==> config.mk <==
export PLATFORM = sky130hd
export DESIGN_NAME = alu_decoder
export DESIGN_NICKNAME = d
export VERILOG_FILES = /design/src/rtl/alu_decoder.sv
export SDC_FILE = /design/constraint.sdc
export NUM_CORES = 1
export LEC_CHECK = 0
export ABC_AREA = 1
export BUFFER_PORTS_ARGS = -buffer_cell sky130_fd_sc_hd__buf_2
export CAP_MARGIN = 20
export CORE_AREA = 2 2 99 101
export CTS_BUF_LIST = sky130_fd_sc_hd__clkbuf_8 sky130_fd_sc_hd__clkbuf_16
export DETAILED_ROUTE_END_ITERATION = 12
export DIE_AREA = 0 0 101 103
export PLACE_DENSITY = 0.75
export SLEW_MARGIN = 5
export SYNTH_ARGS = -nofsm -noshare
export SYNTH_HDL_FRONTEND = slang
export SYNTH_SLANG_ARGS = --single-unit
==> constraint.sdc <==
create_clock -name clk -period 1.3 [get_ports clk]
set_input_delay 0.325 -clock clk [delete_from_list [all_inputs] [get_ports clk]]
set_output_delay 0.325 -clock clk [all_outputs]
set_load 0.03 [all_outputs]
==> src/rtl/alu_decoder.sv <==
// RV32I decode stage: registered ALUCtrl/operand-select/immediate decode with valid/ready handshakes.
// Build option: define ALU_DECODER_SKID_EN for a one-entry skid buffer and a registered in_ready.
module alu_decoder (
   input  logic        clk,
   input  logic        rst,
   input  logic        flush,
   input  logic        in_valid,
   output logic        in_ready,
   input  logic [31:0] in_inst,
   input  logic [31:0] in_pc,
   output logic        out_valid,
   input  logic        out_ready,
   output logic [3:0]  out_alu_ctrl,
   output logic        out_use_imm,
   output logic        out_src1_pc,
   output logic [31:0] out_imm,
   output logic [4:0]  out_rs1,
   output logic [4:0]  out_rs2,
   output logic [4:0]  out_rd,
   output logic        out_rd_we,
   output logic        out_illegal,
   output logic [31:0] out_pc
);

   localparam logic [6:0] OPC_LOAD   = 7'b0000011;
   localparam logic [6:0] OPC_STORE  = 7'b0100011;
   localparam logic [6:0] OPC_BRANCH = 7'b1100011;
   localparam logic [6:0] OPC_JALR   = 7'b1100111;
   localparam logic [6:0] OPC_JAL    = 7'b1101111;
   localparam logic [6:0] OPC_AUIPC  = 7'b0010111;
   localparam logic [6:0] OPC_LUI    = 7'b0110111;
   localparam logic [6:0] OPC_OP     = 7'b0110011;
   localparam logic [6:0] OPC_OPIMM  = 7'b0010011;

   typedef struct packed {
      logic [3:0]  alu_ctrl;
      logic        use_imm;
      logic        src1_pc;
      logic [31:0] imm;
      logic [4:0]  rs1;
      logic [4:0]  rs2;
      logic [4:0]  rd;
      logic        rd_we;
      logic        illegal;
      logic [31:0] pc;
   } dec_t;

   logic [6:0]  w_opcode;
   logic [2:0]  w_funct3;
   logic [6:0]  w_funct7;
   logic [31:0] w_imm_i;
   logic [31:0] w_imm_s;
   logic [31:0] w_imm_b;
   logic [31:0] w_imm_u;
   logic [31:0] w_shamt;
   logic        w_writes_rd;
   logic        w_in_xfer;
   dec_t        w_dec;
   dec_t        r_out;
   logic        r_out_valid;

   assign w_opcode = in_inst[6:0];
   assign w_funct3 = in_inst[14:12];
   assign w_funct7 = in_inst[31:25];
   assign w_imm_i  = {{20{in_inst[31]}}, in_inst[31:20]};
   assign w_imm_s  = {{20{in_inst[31]}}, in_inst[31:25], in_inst[11:7]};
   assign w_imm_b  = {{19{in_inst[31]}}, in_inst[31], in_inst[7], in_inst[30:25], in_inst[11:8], 1'b0};
   assign w_imm_u  = {in_inst[31:12], 12'b0};
   assign w_shamt  = {27'b0, in_inst[24:20]};

   always_comb begin
      w_dec         = '0;
      w_writes_rd   = 1'b0;
      w_dec.rs1     = in_inst[19:15];
      w_dec.rs2     = in_inst[24:20];
      w_dec.rd      = in_inst[11:7];
      w_dec.pc      = in_pc;
      case (w_opcode)
         OPC_OP: begin
            w_writes_rd    = 1'b1;
            w_dec.alu_ctrl = {w_funct7[5], w_funct3};
            if (!((w_funct7 == 7'b0000000) ||
                  ((w_funct7 == 7'b0100000) && ((w_funct3 == 3'b000) || (w_funct3 == 3'b101)))))
               w_dec.illegal = 1'b1;
         end
         OPC_OPIMM: begin
            w_writes_rd    = 1'b1;
            w_dec.use_imm  = 1'b1;
            w_dec.alu_ctrl = {1'b0, w_funct3};
            w_dec.imm      = w_imm_i;
            // Shift-immediates present the bare shift amount, not the funct7-polluted I-immediate.
            if (w_funct3 == 3'b001) begin
               w_dec.imm = w_shamt;
               if (w_funct7 != 7'b0000000)
                  w_dec.illegal = 1'b1;
            end else if (w_funct3 == 3'b101) begin
               w_dec.imm      = w_shamt;
               w_dec.alu_ctrl = in_inst[30] ? 4'b1101 : 4'b0101;
               if ((w_funct7 != 7'b0000000) && (w_funct7 != 7'b0100000))
                  w_dec.illegal = 1'b1;
            end
         end
         OPC_LOAD, OPC_JALR: begin
            w_writes_rd   = 1'b1;
            w_dec.use_imm = 1'b1;
            w_dec.imm     = w_imm_i;
         end
         OPC_STORE: begin
            w_dec.use_imm = 1'b1;
            w_dec.imm     = w_imm_s;
         end
         OPC_AUIPC: begin
            w_writes_rd   = 1'b1;
            w_dec.src1_pc = 1'b1;
            w_dec.use_imm = 1'b1;
            w_dec.imm     = w_imm_u;
         end
         OPC_JAL: begin
            // The ALU computes the link address pc+4; the jump target is formed elsewhere.
            w_writes_rd   = 1'b1;
            w_dec.src1_pc = 1'b1;
            w_dec.use_imm = 1'b1;
            w_dec.imm     = 32'd4;
         end
         OPC_LUI: begin
            w_writes_rd    = 1'b1;
            w_dec.use_imm  = 1'b1;
            w_dec.alu_ctrl = 4'b1111;
            w_dec.imm      = w_imm_u;
         end
         OPC_BRANCH: begin
            w_dec.imm = w_imm_b;
            case (w_funct3)
               3'b000, 3'b001: w_dec.alu_ctrl = 4'b1000;
               3'b100, 3'b101: w_dec.alu_ctrl = 4'b0010;
               3'b110, 3'b111: w_dec.alu_ctrl = 4'b0011;
               default:        w_dec.illegal  = 1'b1;
            endcase
         end
         default: w_dec.illegal = 1'b1;
      endcase
      w_dec.rd_we = w_writes_rd & (w_dec.rd != 5'd0) & ~w_dec.illegal;
   end

   assign w_in_xfer = in_valid & in_ready;

`ifdef ALU_DECODER_SKID_EN
   dec_t r_skid;
   logic r_skid_valid;

   assign in_ready = ~r_skid_valid;

   always_ff @(posedge clk or negedge rst) begin
      if (!rst) begin
         r_out        <= '0;
         r_out_valid  <= 1'b0;
         r_skid       <= '0;
         r_skid_valid <= 1'b0;
      end else if (flush) begin
         r_out_valid  <= 1'b0;
         r_skid_valid <= 1'b0;
      end else if (!r_out_valid || out_ready) begin
         // A held skid entry is always older than anything arriving now.
         if (r_skid_valid) begin
            r_out        <= r_skid;
            r_out_valid  <= 1'b1;
            r_skid_valid <= 1'b0;
         end else if (w_in_xfer) begin
            r_out       <= w_dec;
            r_out_valid <= 1'b1;
         end else begin
            r_out_valid <= 1'b0;
         end
      end else if (w_in_xfer) begin
         r_skid       <= w_dec;
         r_skid_valid <= 1'b1;
      end
   end
`else
   assign in_ready = ~r_out_valid | out_ready;

   always_ff @(posedge clk or negedge rst) begin
      if (!rst) begin
         r_out       <= '0;
         r_out_valid <= 1'b0;
      end else if (flush) begin
         r_out_valid <= 1'b0;
      end else if (w_in_xfer) begin
         r_out       <= w_dec;
         r_out_valid <= 1'b1;
      end else if (out_ready) begin
         r_out_valid <= 1'b0;
      end
   end
`endif

   assign out_valid    = r_out_valid;
   assign out_alu_ctrl = r_out.alu_ctrl;
   assign out_use_imm  = r_out.use_imm;
   assign out_src1_pc  = r_out.src1_pc;
   assign out_imm      = r_out.imm;
   assign out_rs1      = r_out.rs1;
   assign out_rs2      = r_out.rs2;
   assign out_rd       = r_out.rd;
   assign out_rd_we    = r_out.rd_we;
   assign out_illegal  = r_out.illegal;
   assign out_pc       = r_out.pc;

endmodule

==> results of run 1 <==
layer usage:
metal,vias up,GRT usage [%],share of wire (%)
li1,2074,-,-
met1,2007,28.21,41
met2,190,40.21,50
met3,19,4.881,7.8
met4,0,7.900,1.5
met5,-,0,0
state kept, by name, indices dropped and copies added (netlist names):
name,cells
out_alu_ctrl,4
out_illegal,1
out_imm,32
out_pc,32
out_rd,5
out_rd_we,1
out_rs1,5
out_rs2,5
out_src1_pc,1
out_use_imm,1
out_valid,1
cell usage after synthesis:
master,count
inv_2,4
o21ai_0,12
nor2_1,23
nor3_1,3
nand2_2,6
nand4_1,1
a21oi_1,25
inv_4,1
nand2_1,288
buf_4,3
a22oi_1,3
nand3_1,22
buf_1,5
o22ai_1,1
buf_6,1
inv_1,20
nor2_2,2
dfrtp_1,88
o21ai_1,1
a31oi_1,2
nor2_4,2
clkbuf_1,7
o21ai_2,1
buf_2,7
critical path, stage by stage (launching register included):
cell	delay (ns)
dfrtp_2	0.37
inv_2	0.04
nor2_4	0.11
inv_2	0.06
buf_6	0.13
final cells by class:
| type | count | area (um^2) | area share (%) |
|---|---|---|---|
| tap | 114 | 142.6 | 2.379 |
| multi-input combinational | 392 | 1642 | 27.38 |
| sequential | 88 | 2203 | 36.76 |
| clock buffer | 10 | 137.6 | 2.296 |
| clock inverter | 6 | 66.31 | 1.106 |
| timing repair buffer | 229 | 1699 | 28.34 |
| inverter | 25 | 103.9 | 1.732 |
stage by stage:
stage	instance area, um^2	hold slack [ns]	utilization (%)	setup WS, ns
4_1_cts	5567	0.1375	58.85	-0.09733
3_5_place_dp	5308	0.2605	56.11	-0.2715
5_1_grt	5995	0.1482	63.37	-0.1463
2_1_floorplan	4079	0.02941	-	-0.02704
3_3_place_gp	5308	0.2583	56.11	-0.2166
6_report	5995	0.1490	63.37	-0.1029
cells by family after synthesis:
| kind of cell | Yosys count | synth area share, % |
|---|---|---|
| AND/OR/NAND/NOR | 347 | 34.08 |
| flip-flops | 88 | 54.73 |
| buffers and inverters | 48 | 5.224 |
| AO/OA/AOI/OAI | 45 | 5.970 |
worst paths after layout:
path / endpoint / startpoint / slack [ns]
setup / recovery: in_ready / out_valid / -0.10
hold / removal: out_pc[24] / in_pc[24] / 0.15
setup reg to reg: out_imm[4] / out_valid / -0.06
hold reg to reg: out_pc[2] / out_pc[2] / 0.47
max in group asynchronous: out_pc[16] / rst / 0.39
min in group asynchronous: out_pc[25] / rst / 0.41
repair_timing:
action                                 CTS  global route
cloned                                   0             9
hold buffers                             1             0
setup endpoints to repair               87           116
endpoints found under the hold margin   23             0
resized for setup                       13            71
setup buffers                            2            12
pin swaps                                1             2
power by group through the flow:
stage	clock [mW]	combinational [mW]	sequential [mW]
2_1_floorplan	0	0.384	3.72
3_3_place_gp	0	1.56	3.17
3_5_place_dp	0	1.59	3.19
4_1_cts	2.00	1.61	3.14
5_1_grt	2.14	1.92	3.17
6_report	1.96	1.78	3.15
cells in the final DEF (no fill, tap or decap), types with 4 or more instances in the layout:
master	count
buf_12	7
nand2_1	287
o21ai_0	6
clkbuf_16	7
nand2_2	7
inv_2	6
nor2_2	4
buf_4	66
clkbuf_8	10
nand3_1	22
buf_2	128
inv_1	18
dfrtp_1	87
clkbuf_4	4
o21ai_1	6
buf_6	12
nor2_1	20
a21oi_1	25
==> key figures, run 1 <==
Critical path
  • Crit path max fanout: 2
  • Critical path capture point type: output pin
  • Worst EP required: 0.98 ns
  • CP arrival: 1.08 ns
  • Worst Reg-to-Reg Cells: 7
  • Crit Path Category: reg -> out
  • Critical Path Source Type: flop

Finish
  • Ant diodes: 0
  • Area added between synthesis and finish: 48.97%
  • Nets: 814
  • Non-filler instance count after layout: 864
  • Fillers: 839
  • Layout cells sized above 1: 35.87%

STA
  • Max frequency: 712.8 MHz
  • RSZ-0062 raised after global routing: yes
  • Period utilization: 107.9%
  • Min cycle time layout: 1.403 ns
  • Setup_tns: -2.310 ns
  • Worst-Margin Slew: 0.3622 ns
  • Slew headroom: 75.85%
  • Max Clock Skew: 0.01319 ns
  • Setup WS post-layout: -0.1029 ns
  • Final Setup Violations: 80
  • Max Slew Vio Count: 0
  • Hold Fails Final Rpt: 0

Global route
  • Overall Global Routing Usage: 22.93%
  • First-pass GRT wire length: 18.48 mm
  • Largest net degree at the start of global routing: 35
  • Vias in the first global route: 3900
  • Antenna violations before repair: 0
  • Grt ovf: 0

Power and ir drop
  • Design Power: 6.881 mW
  • Seq pwr share: 45.7%
  • Net Sw Power: 2.307 mW
  • P_leak: 3.607 nW
  • Clk pwr share: 28.5%
  • VDD IR-drop max: 0.6476 mV
  • Power density over the cells: 1148 nW/um^2
  • Switching share of power: 33.52%
  • Logic gate share of total power: 25.8%
  • Cell Int Power: 4.574 mW

Flow run
  • Max cap viols: 0

Clock network
  • Htree depth: 3
  • Root Driver: clkbuf_8
  • Clock Path Buffers: 2
  • CTS tree: yes
  • CTS Buf Count: 9
  • Worst skew pair latency: 0.37 ns
  • Clk sinks: 88
  • Worst-path clk slew: 0.10 ns

Synthesis
  • Sequential-to-total area share from yosys stat: 54.73%
  • Mapped Nets: 597
  • Synthesis Warnings: 0
  • Area leader, netlist: dfrtp_1
  • Post-Syn Area: 4024 um^2
  • Mapped Cells: 528
  • Library cells used by synthesis: 24
  • #FFs+latches synth: 88
  • Mean Syn Cell Area: 7.621 um^2
  • Synth top area cells: dfrtp_1, nand2_1, a21oi_1
  • Share of the synthesized area in the top cell type: 54.73%

Run status
  • Violated checks: setup timing
  • Outcome: finished, violations left

Routing
  • Vias post-DR: 4290
  • WL per Instance: 15.07 um
  • Vias per cell: 4.965
  • DRC viols: 0
  • WL final: 13.02 mm
  • Detailed Route Iter0 Violations: 212
  • Routed Antenna Nets: 0
  • Drt pass-1 iters: 5

Die
  • Row cnt: 36
  • Initial core utilization: 42.54%
  • Die Wd: 101 um
  • Die Y: 103 um
  • Core Area: 9459 um^2
  • Ports: 158
  • Die ar.: 10400 um^2

Place
  • Routability cong.: 0.8822
  • IO buf count: 157
  • Inst Count DP: 824
  • DP HPWL: 8.741 mm

Worst hold path
  • Hold path depth: 3
  • Worst hold path class: in -> reg
Power figures use the tool's default switching activity.
==> run 2: changes to the inputs <==
CORE_AREA = 8 8 100 102   (was 2 2 99 101)
DIE_AREA = 0 0 108 110   (was 0 0 101 103)
PLACE_DENSITY = 0.79   (was 0.75)
clock period = 1.5 ns   (was 1.3 ns; I/O delays follow)
==> run 2 against run 1 <==
Clock power decreased by 14%. Via count fell by 7.6%. Combinational power down 25%. Utilization about the same. The run now ends clean. Worst hold slack lost 0.11 ns. Total power fell by 17%. Highest routed layer unchanged. Sequential share of layout area rose by 4.3 points. Cell count shrank 5.7%. Register-to-register slack better by 0.19 ns. Count of clock-buffer cells in the layout did not move. Setup slack better by 0.14 ns. Critical path depth did not move.
==> key figures, run 2 (synthesis results as in run 1) <==
Run status
  • Outcome: complete, no violations (was finished, violations left)

Critical path
  • Crit Path Category: reg -> out (unchanged)
  • Worst Reg-to-Reg Cells: 8 (was 7)
  • Crit path max-delay cell type: dfrtp_1 (was dfrtp_2)
  • R2R Setup Slk: 0.13 ns (was -0.06 ns)
  • Critical path capture point type: output pin (unchanged)
  • Crit path to: in_ready (unchanged)
  • CP delay by family, top: flip-flops (unchanged)
  • Worst Setup SP: out_valid (unchanged)
  • Worst EP required: 1.12 ns (was 0.98 ns)
  • CP peak stage delay: 0.37 ns (about the same)
  • R2r endpoint: out_rd_we (was out_imm[4])
  • Cell depth of the worst setup path: 4 (unchanged)
  • Cell mode on critical path: inv_2 (unchanged)
  • Cell Chain, Critical Path: inv_2 -> nor2_4 -> inv_2 -> buf_6 (unchanged)
  • CP Buf/Inv Count: 3 (unchanged)
  • Critical Path Source Type: flop (unchanged)
  • Crit path max fanout: 2 (unchanged)
  • CP arrival: 1.09 ns (was 1.08 ns)
  • Reg2reg start: out_valid (unchanged)

Global route
  • GR Layer Usage met1: 23.26% (was 28.21%)
  • Largest net degree at the start of global routing: 89 (was 35)
  • Overall Global Routing Usage: 19.58% (was 22.93%)
  • Met2 Track Usage GR: 33.39% (was 40.21%)
  • Met3 usage: 5.581% (was 4.881%)
  • First-pass GRT wire length: 18.85 mm (was 18.48 mm)
  • Global routing's busiest layer: met2 (unchanged)
  • Antenna violations before repair: 0 (unchanged)
  • Vias in the first global route: 4086 (was 3900)
  • Grt ovf: 0 (unchanged)

Die
  • Ports: 158 (unchanged)
  • Die Y: 110 um (was 103 um)
  • Core Area: 8466 um^2 (was 9459 um^2)
  • Die ar.: 11880 um^2 (was 10400 um^2)
  • Die Wd: 108 um (was 101 um)
  • Row cnt: 34 (was 36)
  • Initial core utilization: 47.53% (was 42.54%)

Routing
  • WL final: 11.45 mm (was 13.02 mm)
  • Vias post-DR: 3966 (was 4290)
  • WL per Instance: 14.05 um (was 15.07 um)
  • Routed Antenna Nets: 0 (unchanged)
  • Drt pass-1 iters: 4 (was 5)
  • DRC viols: 0 (unchanged)
  • Vias per cell: 4.866 (was 4.965)
  • Detailed Route Iter0 Violations: 173 (was 212)

STA
  • Period utilization: 97.51%
  • Slew headroom: 68.90% (was 75.85%)
  • Final Setup Violations: 0 (was 80)
  • Min cycle time layout: 1.463 ns
  • Max Clock Skew: 0.01079 ns (was 0.01319 ns)
  • Worst-Margin Slew: 0.4665 ns (was 0.3622 ns)
  • Max Slew Vio Count: 0 (unchanged)
  • Max frequency: 683.7 MHz
  • RSZ-0062 raised after global routing: yes (unchanged)
  • Hold Fails Final Rpt: 0 (unchanged)

Power and ir drop
  • Clk pwr share: 29.3% (was 28.5%)
  • Cell Int Power: 3.815 mW (was 4.574 mW)
  • Power density over the cells: 1068 nW/um^2 (was 1148 nW/um^2)
  • Switching share of power: 33.47% (was 33.52%)
  • P_leak: 3.308 nW (was 3.607 nW)
  • Logic gate share of total power: 23.3% (was 25.8%)
  • Net Sw Power: 1.919 mW (was 2.307 mW)
  • Seq pwr share: 47.3% (was 45.7%)
  • Design Power: 5.734 mW (was 6.881 mW)
  • VDD IR-drop max: 0.7151 mV (was 0.6476 mV)

Finish
  • Post-Route Utilization: 63.42% (was 63.37%)
  • Layout cells sized above 1: 31.54% (was 35.87%)
  • Fillers: 768 (was 839)
  • FF+latch area: 2202 um^2 (was 2203 um^2)
  • Area added between synthesis and finish: 33.43% (was 48.97%)
  • Commonest non-fill, non-tap cell in the layout: nand2_1 (unchanged)
  • Commonest cells after routing, fill and taps aside: nand2_1, buf_2, dfrtp_1 (unchanged)
  • Ant diodes: 0 (unchanged)
  • Nets: 772 (was 814)
  • Multi-input gate area: 1630 um^2 (was 1642 um^2)

Clock network
  • Clock Path Buffers: 2 (unchanged)
  • CTS tree: yes (unchanged)
  • Hold buffers post-CTS: 0 (was 1)
  • Htree depth: 3 (unchanged)
  • Worst-path clk slew: 0.09 ns (was 0.10 ns)
  • Clk sinks: 88 (unchanged)
  • CTS Buf Count: 9 (unchanged)
  • Root Driver: clkbuf_8 (unchanged)
  • Worst skew pair latency: 0.35 ns (was 0.37 ns)

Place
  • Routability cong.: 0.8962 (was 0.8822)
  • IO buf count: 157 (unchanged)
  • DP HPWL: 8.763 mm (was 8.741 mm)

Flow run
  • Max cap viols: 0 (unchanged)

Worst hold path
  • Worst hold path class: in -> async (was in -> reg)
-- run 2: cell types whose count changed in the layout (fill, tap and decap cells not counted), moves of 3 or more --
cell / previous run / this run
o21ai_1: 6 / 1
o21ai_0: 6 / 12
clkbuf_16: 7 / 0
buf_6: 12 / 3
clkbuf_4: 4 / 0
buf_8: 3 / 0
buf_2: 128 / 155
buf_4: 66 / 23
-- run 2: layout make-up --
| class | instances | area share, % |
|---|---|---|
| sequential | 88 | 41.02 |
| timing repair buffer | 187 | 20.53 |
| clock buffer | 10 | 2.564 |
| inverter | 25 | 1.794 |
| clock inverter | 5 | 1.212 |
| tap | 108 | 2.517 |
| multi-input combinational | 392 | 30.37 |
-- run 2: per-stage QoR --
step | TNS, ns | setup WS (ns) | area (um^2) | cells | hold WS, ns
after global routing | -0.01784 | -0.01784 | 5369 | 815 | 0.05135
final | 0 | 0.03732 | 5369 | 815 | 0.03651
after detailed placement | -0.8147 | -0.04976 | 5131 | 799 | 0.4531
after global placement | -0.5708 | -0.04551 | 5131 | 799 | 0.4412
after floorplan | 0 | 0.009685 | 4024 | 528 | 0.07941
after CTS | 0 | 0.002877 | 5336 | 814 | 0.06228
-- run 2: power by group through the flow --
stage	clock network (mW)	logic [mW]	registers, mW
2_1_floorplan	0	0.317	3.22
3_5_place_dp	0	1.34	2.76
3_3_place_gp	0	1.32	2.75
5_1_grt	1.83	1.46	2.75
4_1_cts	1.72	1.35	2.72
6_report	1.68	1.34	2.71
-- run 2: layer usage --
layer  part of all wire [%]  up-vias
met5                      0        -
met2                     49      112
li1                       -     1984
met1                     42     1854
met3                    7.0       16
met4                    2.0        0
-- run 2: worst min path at each step --
stage                     depth (start not counted)  slack [ns]  start               to
after floorplan                                   0        0.08    rst  out_alu_ctrl[0]
after global placement                            2        0.44    rst       out_pc[21]
after detailed placement                          2        0.45    rst       out_pc[24]
after CTS                                         2        0.06    rst       out_pc[19]
after global routing                              2        0.05    rst       out_pc[16]
final                                             2        0.04    rst       out_pc[20]
-- run 2: repair_timing --
item | CTS | global route
resized for setup | 1 | 9
hold endpoints to repair | 0 | 0
cloned | 0 | 0
pin swaps | 0 | 1
setup buffers | 0 | 1
setup endpoints to repair | 1 | 23
==> run 3: changes to the inputs <==
CORE_AREA = 2 2 94 96   (was 8 8 100 102)
DIE_AREA = 0 0 96 98   (was 0 0 108 110)
==> run 3 against run 2 <==
Combinational power about the same. Worst hold slack gained 0.18 ns. Clock skew rose by 0.0018 ns. Sequential share of layout area fell by 0.29 points. Die area shrank 21%. Routed wire length decreased by 3.9%. Largest power group unchanged. Highest routed layer unchanged.
==> key figures, run 3 (synthesis results as in run 1) <==
STA
  • Max Clock Skew: 0.01264 ns (was 0.01079 ns)
  • Final Setup Violations: 0 (unchanged)
  • Max Slew Vio Count: 0 (unchanged)
  • Period utilization: 97.02% (was 97.51%)
  • Slew headroom: 78.98% (was 68.90%)
  • RSZ-0062 raised after global routing: yes (unchanged)
  • Min cycle time layout: 1.455 ns (was 1.463 ns)
  • WHS: 0.2124 ns (was 0.03651 ns)
  • Hold Fails Final Rpt: 0 (unchanged)
  • Max frequency: 687.1 MHz (was 683.7 MHz)
  • Worst-Margin Slew: 0.3154 ns (was 0.4665 ns)

Critical path
  • Worst EP required: 1.12 ns (about the same)
  • R2r endpoint: out_imm[4] (was out_rd_we)
  • Crit path max fanout: 2 (unchanged)
  • Crit path max-delay cell type: dfrtp_1 (unchanged)
  • Critical path capture point type: output pin (unchanged)
  • CP arrival: 1.08 ns (was 1.09 ns)
  • Worst Reg-to-Reg Cells: 8 (unchanged)
  • Cell Chain, Critical Path: inv_2 -> nor2_4 -> inv_2 -> buf_6 (unchanged)
  • CP Buf/Inv Count: 3 (unchanged)
  • Critical Path Source Type: flop (unchanged)
  • Reg2reg start: out_valid (unchanged)
  • Crit Path Category: reg -> out (unchanged)
  • Cell mode on critical path: inv_2 (unchanged)
  • R2R Setup Slk: 0.13 ns (about the same)
  • CP delay by family, top: flip-flops (unchanged)
  • CP peak stage delay: 0.37 ns (about the same)

Clock network
  • Root Driver: clkbuf_8 (unchanged)
  • CTS Buf Count: 9 (unchanged)
  • Clock Path Buffers: 2 (unchanged)
  • CTS tree: yes (unchanged)
  • Clk sinks: 88 (unchanged)
  • Worst skew pair latency: 0.35 ns (about the same)
  • Worst-path clk slew: 0.10 ns (was 0.09 ns)
  • Htree depth: 3 (unchanged)

Global route
  • First-pass GRT wire length: 17.86 mm (was 18.85 mm)
  • Grt ovf: 0 (unchanged)
  • Vias in the first global route: 4032 (was 4086)
  • Overall Global Routing Usage: 23.76% (was 19.58%)
  • Largest net degree at the start of global routing: 49 (was 89)
  • Antenna violations before repair: 0 (unchanged)

Worst hold path
  • WHS Endpoint: out_pc[20]
  • Worst hold path class: in -> reg (was in -> async)
  • Worst Hold Launch: in_pc[20]
  • Hold path depth: 3

Die
  • Ports: 158 (unchanged)
  • Die Wd: 96 um (was 108 um)
  • Initial core utilization: 47.53% (unchanged)
  • Die Y: 98 um (was 110 um)
  • Row cnt: 34 (unchanged)
  • Die ar.: 9408 um^2 (was 11880 um^2)
  • Core Area: 8466 um^2 (unchanged)

Routing
  • Vias per cell: 4.942 (was 4.866)
  • Routed Antenna Nets: 0 (unchanged)
  • Detailed Route Iter0 Violations: 158 (was 173)
  • Vias post-DR: 4038 (was 3966)
  • DRC viols: 0 (unchanged)
  • Drt pass-1 iters: 4 (unchanged)
  • WL final: 11.00 mm (was 11.45 mm)
  • WL per Instance: 13.47 um (was 14.05 um)

Finish
  • Fillers: 745 (was 768)
  • Post-Route Utilization: 63.88% (was 63.42%)
  • Commonest cells after routing, fill and taps aside: nand2_1, buf_2, dfrtp_1 (unchanged)
  • Commonest non-fill, non-tap cell in the layout: nand2_1 (unchanged)
  • Ant diodes: 0 (unchanged)
  • Nets: 774 (was 772)
  • Layout cells sized above 1: 31.59% (was 31.54%)
  • Area added between synthesis and finish: 34.39% (was 33.43%)

Run status
  • Outcome: complete, no violations (unchanged)

Power and ir drop
  • P_leak: 3.323 nW (was 3.308 nW)
  • Power density over the cells: 1065 nW/um^2 (was 1068 nW/um^2)
  • VDD IR-drop max: 0.5354 mV (was 0.7151 mV)
  • Design Power: 5.760 mW (was 5.734 mW)

Place
  • Routability cong.: 0.8475 (was 0.8962)
  • DP HPWL: 8.096 mm (was 8.763 mm)
  • IO buf count: 157 (unchanged)

Flow run
  • Max cap viols: 0 (unchanged)
==> run 3: changes by cell type in the layout (fill, tap and decap cells not counted), sizes merged <==
| cell | delta |
|---|---|
| dlygate4sd3 | +1 |
| buf | +1 |
==> run 3: worst max-delay path by stage <==
stage	start	to	slack [ns]	cells past startpoint
final	out_valid	in_ready	0.04	4
after global routing	out_valid	in_ready	-0.01	4
after CTS	out_valid	in_ready	0.005	4
after detailed placement	in_inst[3]	out_alu_ctrl[0]	-0.17	10
after global placement	in_inst[3]	out_imm[10]	-0.05	10
after floorplan	out_valid	out_alu_ctrl[3]	0.01	8
==> run 3: what timing repair did <==
| item | 4_1_cts | 5_1_grt |
|---|---|---|
| buffers inserted | 0 | 1 |
| cloned | 0 | 0 |
| pin swaps | 1 | 1 |
| gates resized for setup | 4 | 6 |
| endpoints found under the setup margin | 1 | 70 |
| hold buffers | 1 | 0 |
| endpoints found under the hold margin | 22 | 0 |
==> run 3: worst min-delay path, delay by kind of cell <==
family / cells / cell delay [ns]
simple gates: 2 / 0.09
buf+inv: 1 / 0.07
==> run 3: stage by stage <==
step / setup slack (ns) / cells / instance area [um^2] / TNS [ns]
floorplan: 0.009685 / 528 / 4024 / 0
global placement: -0.05335 / 800 / 5151 / -0.7175
detailed placement: -0.1734 / 800 / 5151 / -2.436
CTS: 0.004780 / 816 / 5373 / 0
global route: -0.01291 / 817 / 5408 / -0.01291
finish: 0.04463 / 817 / 5408 / 0
==> run 3: layer usage <==
metal | up-vias | share of wire (%) | track usage (%)
li1 | 1982 | - | -
met3 | 13 | 6.3 | 4.244
met2 | 138 | 51 | 41.29
met4 | 0 | 1.3 | 8.022
met1 | 1905 | 42 | 29.38
met5 | - | 0 | 0
==> run 3: cell type report <==
class	count	area, um^2	area share [%]
tap	108	135.1	2.499
clock buffer	10	137.6	2.545
multi-input combinational	392	1630	30.15
sequential	88	2202	40.72
timing repair buffer	189	1141	21.10
clock inverter	5	65.06	1.203
inverter	25	96.34	1.782
==> run 3: power by group <==
group / leakage (nW) / switching [mW] / internal, mW
clock network: 0.0965 / 0.885 / 0.822
logic: 2.08 / 0.933 / 0.407
registers: 1.14 / 0.116 / 2.60
